### src/rtl/rr_exe_issue_queue_pkg.sv
// Shared types for the rr->exe issue queue slice: the packet format carried
// from read-register to the execute stage and the default queue depth.
package rr_exe_issue_queue_pkg;

  localparam int ISSUE_Q_DEPTH = 4;

  typedef enum logic [2:0] {
    INSTR_NOP    = 3'd0,
    INSTR_ADD    = 3'd1,
    INSTR_MUL    = 3'd2,
    INSTR_LOAD   = 3'd3,
    INSTR_BRANCH = 3'd4
  } instr_type_t;

  typedef struct packed {
    logic        valid;
    logic [39:0] pc;
    instr_type_t instr_type;
    logic [4:0]  rd;
    logic [4:0]  rs1;
    logic [4:0]  rs2;
  } instr_entry_t;

  typedef struct packed {
    instr_entry_t instr;
    logic [63:0]  data_rs1;
    logic [63:0]  data_rs2;
    logic         rdy1;
    logic         rdy2;
  } rr_exe_instr_t;

endpackage

### src/rtl/rr_exe_issue_queue_if.sv
// Handshake bundle between read-register (producer), the issue queue and the
// execute stage. The master side is the pipeline around the queue; the slave
// side is the queue itself.
interface rr_exe_issue_queue_if;
  import rr_exe_issue_queue_pkg::*;

  logic          in_valid;
  rr_exe_instr_t in_instr;
  logic          in_ready;
  rr_exe_instr_t from_rr;
  logic          exe_stall;

  modport master (
    output in_valid,
    output in_instr,
    output exe_stall,
    input  in_ready,
    input  from_rr
  );

  modport slave (
    input  in_valid,
    input  in_instr,
    input  exe_stall,
    output in_ready,
    output from_rr
  );

endinterface

### src/rtl/rr_exe_issue_queue_fifo.sv
// Circular buffer holding issue packets: storage, read/write pointers and an
// explicit occupancy count. A flush returns it to empty without clearing data.
module rr_exe_issue_queue_fifo
  import rr_exe_issue_queue_pkg::*;
#(
  parameter int DEPTH = ISSUE_Q_DEPTH
) (
  input  logic                     clk_i,
  input  logic                     rstn_i,
  input  logic                     flush_i,
  input  logic                     push_i,
  input  logic                     pop_i,
  input  rr_exe_instr_t            push_data_i,
  output rr_exe_instr_t            head_o,
  output logic [$clog2(DEPTH):0]   occupancy_o,
  output logic                     full_o
);

  localparam int PTR_W = $clog2(DEPTH);
  typedef logic [PTR_W-1:0] ptr_t;
  typedef logic [PTR_W:0]   cnt_t;

  rr_exe_instr_t entry_q [DEPTH];
  rr_exe_instr_t entry_d [DEPTH];
  ptr_t          rd_ptr_q, rd_ptr_d;
  ptr_t          wr_ptr_q, wr_ptr_d;
  cnt_t          count_q,  count_d;

  // Next-state for pointers, count and storage; flush overrides everything.
  always_comb begin
    entry_d  = entry_q;
    rd_ptr_d = rd_ptr_q;
    wr_ptr_d = wr_ptr_q;
    count_d  = count_q;
    if (flush_i) begin
      rd_ptr_d = '0;
      wr_ptr_d = '0;
      count_d  = '0;
    end else begin
      if (push_i) begin
        entry_d[wr_ptr_q] = push_data_i;
        wr_ptr_d          = ptr_t'(wr_ptr_q + 1'b1);
      end
      if (pop_i) begin
        rd_ptr_d = ptr_t'(rd_ptr_q + 1'b1);
      end
      count_d = cnt_t'(count_q + cnt_t'(push_i) - cnt_t'(pop_i));
    end
  end

  // Control state is reset; packet storage is left as-is to keep it cheap.
  always_ff @(posedge clk_i) begin
    if (!rstn_i) begin
      rd_ptr_q <= '0;
      wr_ptr_q <= '0;
      count_q  <= '0;
    end else begin
      rd_ptr_q <= rd_ptr_d;
      wr_ptr_q <= wr_ptr_d;
      count_q  <= count_d;
    end
  end

  // Storage register, written only through entry_d.
  always_ff @(posedge clk_i) begin
    entry_q <= entry_d;
  end

  // Head is forced to zero when empty so exe never sees a stale packet.
  always_comb begin
    head_o = '0;
    if (count_q != '0) begin
      head_o = entry_q[rd_ptr_q];
    end
  end

  assign occupancy_o = count_q;
  assign full_o      = (count_q == cnt_t'(DEPTH));

endmodule

### src/rtl/rr_exe_issue_queue.sv
// Producer end of the rr->exe interface. Buffers packets from read-register,
// holds the head stable while exe stalls, flushes on kill and counts stall
// cycles for the PMU.
module rr_exe_issue_queue
  import rr_exe_issue_queue_pkg::*;
#(
  parameter int DEPTH = ISSUE_Q_DEPTH,
  parameter int CNT_W = 32
) (
  input  logic                   clk_i,
  input  logic                   rstn_i,
  input  logic                   kill_i,
  rr_exe_issue_queue_if.slave    bus,
  output logic [$clog2(DEPTH):0] occupancy_o,
  output logic                   full_o,
  output logic                   pmu_issue_stall_o,
  output logic [CNT_W-1:0]       stall_cycles_o
);

  rr_exe_instr_t    head;
  logic             head_valid;
  logic             push;
  logic             pop;
  logic [CNT_W-1:0] stall_cnt_q, stall_cnt_d;

  rr_exe_issue_queue_fifo #(
    .DEPTH (DEPTH)
  ) u_fifo (
    .clk_i       (clk_i),
    .rstn_i      (rstn_i),
    .flush_i     (kill_i),
    .push_i      (push),
    .pop_i       (pop),
    .push_data_i (bus.in_instr),
    .head_o      (head),
    .occupancy_o (occupancy_o),
    .full_o      (full_o)
  );

  // Handshake: a pop frees a slot in the same cycle, so ready only drops
  // when full and exe is stalled. The stall->ready path is combinational.
  always_comb begin
    head_valid        = head.instr.valid;
    bus.in_ready      = !full_o || !bus.exe_stall;
    push              = bus.in_valid && bus.in_ready && !kill_i;
    pop               = head_valid && !bus.exe_stall && !kill_i;
    pmu_issue_stall_o = head_valid && bus.exe_stall && !kill_i;
    bus.from_rr       = head;
  end

  // Saturating stall-cycle counter; survives kill, cleared only by reset.
  always_comb begin
    stall_cnt_d = stall_cnt_q;
    if (pmu_issue_stall_o && (stall_cnt_q != '1)) begin
      stall_cnt_d = stall_cnt_q + 1'b1;
    end
  end

  // Counter register.
  always_ff @(posedge clk_i) begin
    if (!rstn_i) begin
      stall_cnt_q <= '0;
    end else begin
      stall_cnt_q <= stall_cnt_d;
    end
  end

  assign stall_cycles_o = stall_cnt_q;

endmodule
### src/flat_wrapper.sv
// flat-port wrapper written by rule: the top's interface ports become plain ports
module rr_exe_issue_queue_flat import rr_exe_issue_queue_pkg::*;
#(
  parameter int DEPTH = ISSUE_Q_DEPTH,
  parameter int CNT_W = 32
)
  (clk_i, rstn_i, kill_i, occupancy_o, full_o, pmu_issue_stall_o, stall_cycles_o, bus_in_valid, bus_in_instr, bus_exe_stall, bus_in_ready, bus_from_rr);
  rr_exe_issue_queue_if bus_i ();
  input  logic clk_i;
  input  logic rstn_i;
  input  logic kill_i;
  output logic [$clog2(DEPTH):0] occupancy_o;
  output logic full_o;
  output logic pmu_issue_stall_o;
  output logic [CNT_W-1:0] stall_cycles_o;
  input wire logic [$bits(bus_i.in_valid)-1:0] bus_in_valid;
  input wire logic [$bits(bus_i.in_instr)-1:0] bus_in_instr;
  input wire logic [$bits(bus_i.exe_stall)-1:0] bus_exe_stall;
  output wire logic [$bits(bus_i.in_ready)-1:0] bus_in_ready;
  output wire logic [$bits(bus_i.from_rr)-1:0] bus_from_rr;
  assign bus_i.in_valid = bus_in_valid;
  assign bus_i.in_instr = bus_in_instr;
  assign bus_i.exe_stall = bus_exe_stall;
  assign bus_in_ready = bus_i.in_ready;
  assign bus_from_rr = bus_i.from_rr;
  rr_exe_issue_queue #(.DEPTH(DEPTH), .CNT_W(CNT_W)) u_core (.clk_i(clk_i), .rstn_i(rstn_i), .kill_i(kill_i), .bus(bus_i), .occupancy_o(occupancy_o), .full_o(full_o), .pmu_issue_stall_o(pmu_issue_stall_o), .stall_cycles_o(stall_cycles_o));
endmodule
### config.mk
export PLATFORM = sky130hd
export DESIGN_NAME = rr_exe_issue_queue_flat
export DESIGN_NICKNAME = d
export VERILOG_FILES = /design/src/rtl/rr_exe_issue_queue_pkg.sv /design/src/rtl/rr_exe_issue_queue_if.sv /design/src/rtl/rr_exe_issue_queue_fifo.sv /design/src/rtl/rr_exe_issue_queue.sv /design/src/flat_wrapper.sv
export SDC_FILE = /design/constraint.sdc
export NUM_CORES = 1
export LEC_CHECK = 0
export CAP_MARGIN = 25
export CORE_MARGIN = 4
export CORE_UTILIZATION = 40
export DETAILED_ROUTE_END_ITERATION = 10
export DONT_BUFFER_PORTS = 1
export GPL_ROUTABILITY_DRIVEN = 0
export SYNTH_ARGS = -nofsm -noshare
export SYNTH_HDL_FRONTEND = slang
export SYNTH_SLANG_ARGS = --single-unit
export TNS_END_PERCENT = 30
### constraint.sdc
create_clock -name clk_i -period 6.35 [get_ports clk_i]
set_input_delay 0.635 -clock clk_i [delete_from_list [all_inputs] [get_ports clk_i]]
set_output_delay 0.635 -clock clk_i [all_outputs]
set_load 0.01 [all_outputs]
Word level (Yosys, flattened, before mapping)
Cells that the tools add are included.
{"block": "op_classes", "reduce_logical": 15, "magnitude_cmp": 3, "n_eq_ne": 2, "n_addsub": 5, "n_bitwise": 4, "muxes": 7}
{"operator": "756-bit bitwise mux", "count": 1}
{"operator": "189-bit 2-to-1 mux", "count": 4}
{"operator": "189-bit binary-select mux with 2-bit select", "count": 1}
{"operator": "189-bit demux with 2-bit select", "count": 1}
{"operator": "32-bit by 1-bit adder with 32-bit output, second input constant", "count": 1}
{"operator": "32-bit inequality test, second input constant", "count": 1}
{"operator": "1-bit logical AND", "count": 8}
{"operator": "3-bit >= comparator, second input constant", "count": 2}
{"operator": "2-bit inverter with 3-bit output", "count": 2}
{"operator": "2-bit by 1-bit adder with 2-bit output, second input constant", "count": 2}
{"operator": "3-bit by 1-bit adder with 3-bit output", "count": 1}
{"operator": "3-bit equality test, second input constant", "count": 1}
{"operator": "1-bit logical NOT", "count": 3}
{"operator": "3-bit by 1-bit < comparator with 1-bit output, second input constant", "count": 1}
{"operator": "3-bit nonzero test", "count": 1}
{"operator": "3-bit by 1-bit subtractor with 3-bit output", "count": 1}
{"operator": "1-bit inverter", "count": 2}
{"operator": "2-bit AND reduction", "count": 1}
{"operator": "2-bit OR reduction", "count": 1}
{"operator": "1-bit logical OR", "count": 1}
{"block": "word_totals", "reg_bits": 795, "wordCells": 80, "inputBits": 194, "out_inout_bits": 227}

Depth between registers and ports, before layout
{"block": "logic_depth", "depth_word": 8, "ltp_mapped": 13, "depth_no_buf": 13}

Modules after synthesis
Synthesis repeated with hierarchy kept, for this count alone.
{"block": "unflattened", "cells_unflattened": 1443, "hier_area_um2": 30933.4}
{"module": "rr_exe_issue_queue_fifo", "instances": 1, "cells_each": 1239, "seq_area_each_um2": 22841.9, "area_per_inst_um2": 29122.9}
{"module": "rr_exe_issue_queue", "instances": 1, "cells_each": 204, "seq_area_each_um2": 640.6, "area_per_inst_um2": 1810.5}

Worst setup path after synthesis
OpenSTA, ideal clock, no wires.
{"block": "synth_path", "kind": "in2reg", "start": "input bus_exe_stall", "end": "register u_core.u_fifo.entry_q[0] in the netlist's numbering, enable pin", "n_path_buf": 0, "path_slack_ns": 0.375, "required_time_ns": 5.777, "setup_ns": 0.573, "arrival_time_ns": 5.402, "stages": 4, "path_cell_list": "nand2_1 -> nand2_1 -> nor2_1 -> and2_1"}
{"block": "synth_via", "elab_chain_len": 5}
{"item": "from (decl)", "line": "flat_wrapper.sv:18", "source": "input wire logic [$bits(bus_i.exe_stall)-1:0] bus_exe_stall;"}
{"item": "1-bit logical NOT", "line": "rr_exe_issue_queue.sv:44", "source": "bus.in_ready = !full_o || !bus.exe_stall;"}
{"item": "1-bit logical OR", "line": "rr_exe_issue_queue.sv:44"}
{"item": "1-bit logical AND (2 in a row)", "line": "rr_exe_issue_queue.sv:45", "source": "push = bus.in_valid && bus.in_ready && !kill_i;"}
{"item": "2-bit AND reduction (no line)"}
{"item": "to (signal assigned)", "line": "rr_exe_issue_queue_fifo.sv:66", "source": "entry_q <= entry_d;"}
{"item": "to (decl)", "line": "rr_exe_issue_queue_fifo.sv:23", "source": "rr_exe_instr_t entry_q [DEPTH];"}
Every way passes these cells.
A chain may end at the register's enable or synchronous reset.

Worst setup path after layout
{"block": "layout_path", "start": "register u_core.u_fifo.rd_ptr_q[0]", "end": "output bus_from_rr[150]"}
{"block": "layout_via", "elab_chain_len": 5}
{"item": "from (decl)", "line": "rr_exe_issue_queue_fifo.sv:25", "source": "ptr_t rd_ptr_q, rd_ptr_d;"}
{"item": "from (signal assigned)", "line": "rr_exe_issue_queue_fifo.sv:58", "source": "rd_ptr_q <= rd_ptr_d;"}
{"item": "2-bit inverter with 3-bit output (implied by the code)", "line": "rr_exe_issue_queue_fifo.sv:73", "source": "head_o = entry_q[rd_ptr_q];"}
{"item": "189-bit binary-select mux with 2-bit select", "line": "rr_exe_issue_queue_fifo.sv:73"}
{"item": "189-bit 2-to-1 mux (implied by the code) (2 in a row)", "line": "rr_exe_issue_queue_fifo.sv:73"}
{"item": "189-bit 2-to-1 mux", "line": "rr_exe_issue_queue_fifo.sv:72", "source": "if (count_q != '0) begin"}
{"item": "to (decl)", "line": "flat_wrapper.sv:20", "source": "output wire logic [$bits(bus_i.from_rr)-1:0] bus_from_rr;"}
Every way passes these cells. The select of a mux whose other input is x is not followed.

==> summary.txt <==
Floorplan
  – Core Region: 74950 um2
  – DIE HEIGHT: 283.9 um
  – Die area: 80610 um2
  – IO Pins: 421
  – Initial Util: 40.63%
  – Row Count: 100
  – Die W: 283.9 um

Clocking
  – Clk sinks: 795
  – Total CTS buffers: 84
  – Max clock buf depth: 3
  – Hold buffer count at cts: 0
  – Post-cts resize count: 0
  – Root Buffer: clkbuf_16
  – H-tree depth: 3
  – TritonCTS clock tree: yes
  – Post-CTS Setup Bufs: 0
  – Clk_lat worst skew: 0.62 ns
  – CTS clk-pin slew, worst paths: 0.06 ns

Critical path
  – Worst R2R Start: u_core.u_fifo.occupancy_o[1]
  – Worst reg-to-reg path cell count: 6
  – Worst setup path end: bus_from_rr[150]
  – Crit. Startpoint: u_core.u_fifo.rd_ptr_q[0]
  – R2r setup slk: 3.07 ns
  – Critical path class: reg2out
  – CP Launch Type: register
  – Critical path arrival: 3.23 ns
  – Reg2reg end: u_core.u_fifo.entry_q[553]
  – Setup crit end kind: output port
  – Crit-path max FO: 42
  – CP required: 5.71 ns

Finish
  – Area taken by multi-input logic gates: 6621 um2
  – Fin util: 45.82%
  – Proportion of layout cells with a drive suffix above 1: 22.53%
  – Sequential cell area: 23490 um2
  – Layout area overhead: 12.77%
  – Fin nets: 1672
  – Fillers: 6177

Timing
  – FMAX: 258.9 MHz
  – Sum Neg Setup Slack: 0 ns
  – Final Critical Period: 3.862 ns
  – Clk_skew: 0.02182 ns
  – Worst-margin pin slew: 0.9550 ns
  – Tcrit/Tclk final: 60.82%
  – Worst slew margin: 36.33%
  – Final setup vio count: 0
  – RSZ-0062 raised after global routing: false
  – Max Slew Vio Count: 0
  – Hold slack: 0.09947 ns
  – Final Hold Viols: 0

Detailed routing
  – Vias: 13680
  – Routed wire length: 65.67 mm
  – Residual DRC: 0
  – TritonRoute pass-1 iters: 4
  – DR WL/cell: 26.13 um
  – Via density: 5.445
  – Initial DRC count: 670
  – Antenna-violating nets left: 0

Yosys
  – Syn Inst Count: 1439
  – Count leader, synth: edfxtp_1
  – #FFs+latches synth: 795
  – Synth warn: 0
  – Post-synthesis instance area: 30450 um2
  – Syn nets: 1641
  – Library cells used by synthesis: 39
  – Register area share after synthesis: 77.11%
  – Largest area contributor in the synthesized netlist: edfxtp_1
  – Mean Syn Cell Area: 21.16 um2
  – Leading cell types by count after synthesis: 756 x edfxtp_1, 194 x and2_1, 189 x mux4_2, 41 x clkbuf_1, 39 x dfxtp_1
  – Dominant cells by area after synthesis: edfxtp_1 75%, mux4_2 14%, and2_1 4.0%
  – Top-area cell type share of the netlist area: 74.55%
  – Async S/R FF share, synth: 0%
  – Ys flop type: edfxtp_1
  – EDFF count, synth: 756

Global routing
  – Vias in the first global route: 14560
  – Largest net degree at the start of global routing: 108
  – Initial antenna violation count: 3
  – First-pass GRT wire length: 98.39 mm
  – Global route overflow: 0
  – GRT Overall Usage: 16.11%

Power
  – Sw Share: 19.95%
  – Worst vdd ir: 215.9 uV
  – Int Pwr: 0.008723 W
  – Pwr Total: 0.01090 W
  – Sequential share of power: 53.7%
  – Leakage: 10.48 nW
  – PD cells: 317.3 nW/um2
  – Combinational Power Share: 2.1%
  – NetSw: 0.002174 W
  – Clk pwr share: 44.2%

Hold path
  – Worst hold path class: in2reg

Placed design
  – DP HPWL: 39.70 mm
  – Buffers on Ports: 0

Job
  – Max Cap Violations: 0

Run status
  – Status: complete, no violations
-- worst min-delay path by stage --
| stage | to | cells past startpoint | from | slack, ns |
|---|---|---|---|---|
| after CTS | u_core.u_fifo.entry_q[543] | 0 | bus_in_instr[165] | 0.05 |
| after global placement | u_core.u_fifo.wr_ptr_q[1] | 2 | u_core.u_fifo.wr_ptr_q[1] | 0.50 |
| after floorplan | u_core.u_fifo.wr_ptr_q[1] | 2 | u_core.u_fifo.wr_ptr_q[1] | 0.47 |
| after global routing | u_core.u_fifo.entry_q[729] | 0 | bus_in_instr[162] | 0.05 |
| after detailed placement | u_core.u_fifo.wr_ptr_q[1] | 2 | u_core.u_fifo.wr_ptr_q[1] | 0.51 |
| final | u_core.u_fifo.entry_q[741] | 0 | bus_in_instr[174] | 0.1 |
-- flip-flops by register name, indices dropped and copies added, names as in the netlist --
| register | flops |
|---|---|
| u_core.u_fifo.occupancy_o | 3 |
| u_core.stall_cycles_o | 32 |
| u_core.u_fifo.wr_ptr_q | 2 |
| u_core.u_fifo.rd_ptr_q | 2 |
| u_core.u_fifo.entry_q | 756 |
-- logic make-up after synthesis --
kind of cell	count (synthesis)	share of synthesized area, %
adders and majority gates	8	0.3533
and+or+nand+nor	296	5.970
buffers and inverters	89	1.192
muxes	196	14.21
DFF	795	77.11
AOI/OAI and AO/OA	47	0.9327
xor gates and xnor gates	8	0.2301
-- cell type report --
| type | instances | area share, % |
|---|---|---|
| sequential | 795 | 68.40 |
| multi-input combinational | 555 | 19.28 |
| clock buffer | 103 | 6.402 |
| tap | 969 | 3.531 |
| clock inverter | 49 | 1.548 |
| timing repair buffer | 17 | 0.5902 |
| inverter | 17 | 0.1858 |
| antenna | 8 | 0.05830 |
-- worst max-delay path, cell delays in order (launching register included) --
cell,delay (ns)
dfxtp_4,0.85
buf_4,0.80
mux4_2,0.63
and2_1,0.22
-- layer usage --
| metal | part of all wire, % | global-route usage (%) | wire (um) |
|---|---|---|---|
| met5 | 0.020 | 0 | 13 |
| met4 | 2.9 | 5.458 | 1893 |
| met3 | 8.8 | 6.145 | 5754 |
| met2 | 51 | 26.70 | 33340 |
| met1 | 38 | 19.48 | 24670 |
-- through the flow --
stage	cell area, um2	setup WS (ns)	std cells
2_1_floorplan	30450	0.3753	1439
3_3_place_gp	31590	3.048	2353
4_1_cts	34320	2.325	2505
6_report	34340	2.488	2513
5_1_grt	34320	2.175	2505
3_5_place_dp	31590	3.033	2353
-- power groups by stage --
stage	clock network (W)	registers [W]	logic (W)
2_1_floorplan	0	0.00597	0.000163
3_3_place_gp	0	0.00596	0.000234
3_5_place_dp	0	0.00596	0.000235
4_1_cts	0.00493	0.00585	0.000236
5_1_grt	0.00518	0.00585	0.000245
6_report	0.00482	0.00585	0.000227
-- layout by cell type (no fill, tap or decap), drive strengths merged, types with 2 or more instances in the layout --
cell type | Yosys | layout
a21oi | 21 | 21
and2 | 194 | 194
and3 | 2 | 2
and4 | 2 | 2
buf | 31 | 17
bufinv | 0 | 8
clkbuf | 41 | 103
clkinv | 0 | 33
clkinvlp | 0 | 4
dfxtp | 39 | 39
diode | 0 | 8
edfxtp | 756 | 756
ha | 7 | 7
inv | 17 | 21
mux2i | 7 | 7
mux4 | 189 | 189
nand2 | 18 | 18
nand2b | 7 | 7
nand3 | 13 | 13
nand4 | 7 | 7
nor2 | 14 | 14
nor3 | 5 | 5
nor4 | 7 | 7
o21a | 3 | 3
o21ai | 8 | 8
o31ai | 12 | 12
or3 | 12 | 12
or4 | 12 | 12
xnor2 | 4 | 4
xor2 | 4 | 4
Note: power is estimated with default switching activity, not from simulation.
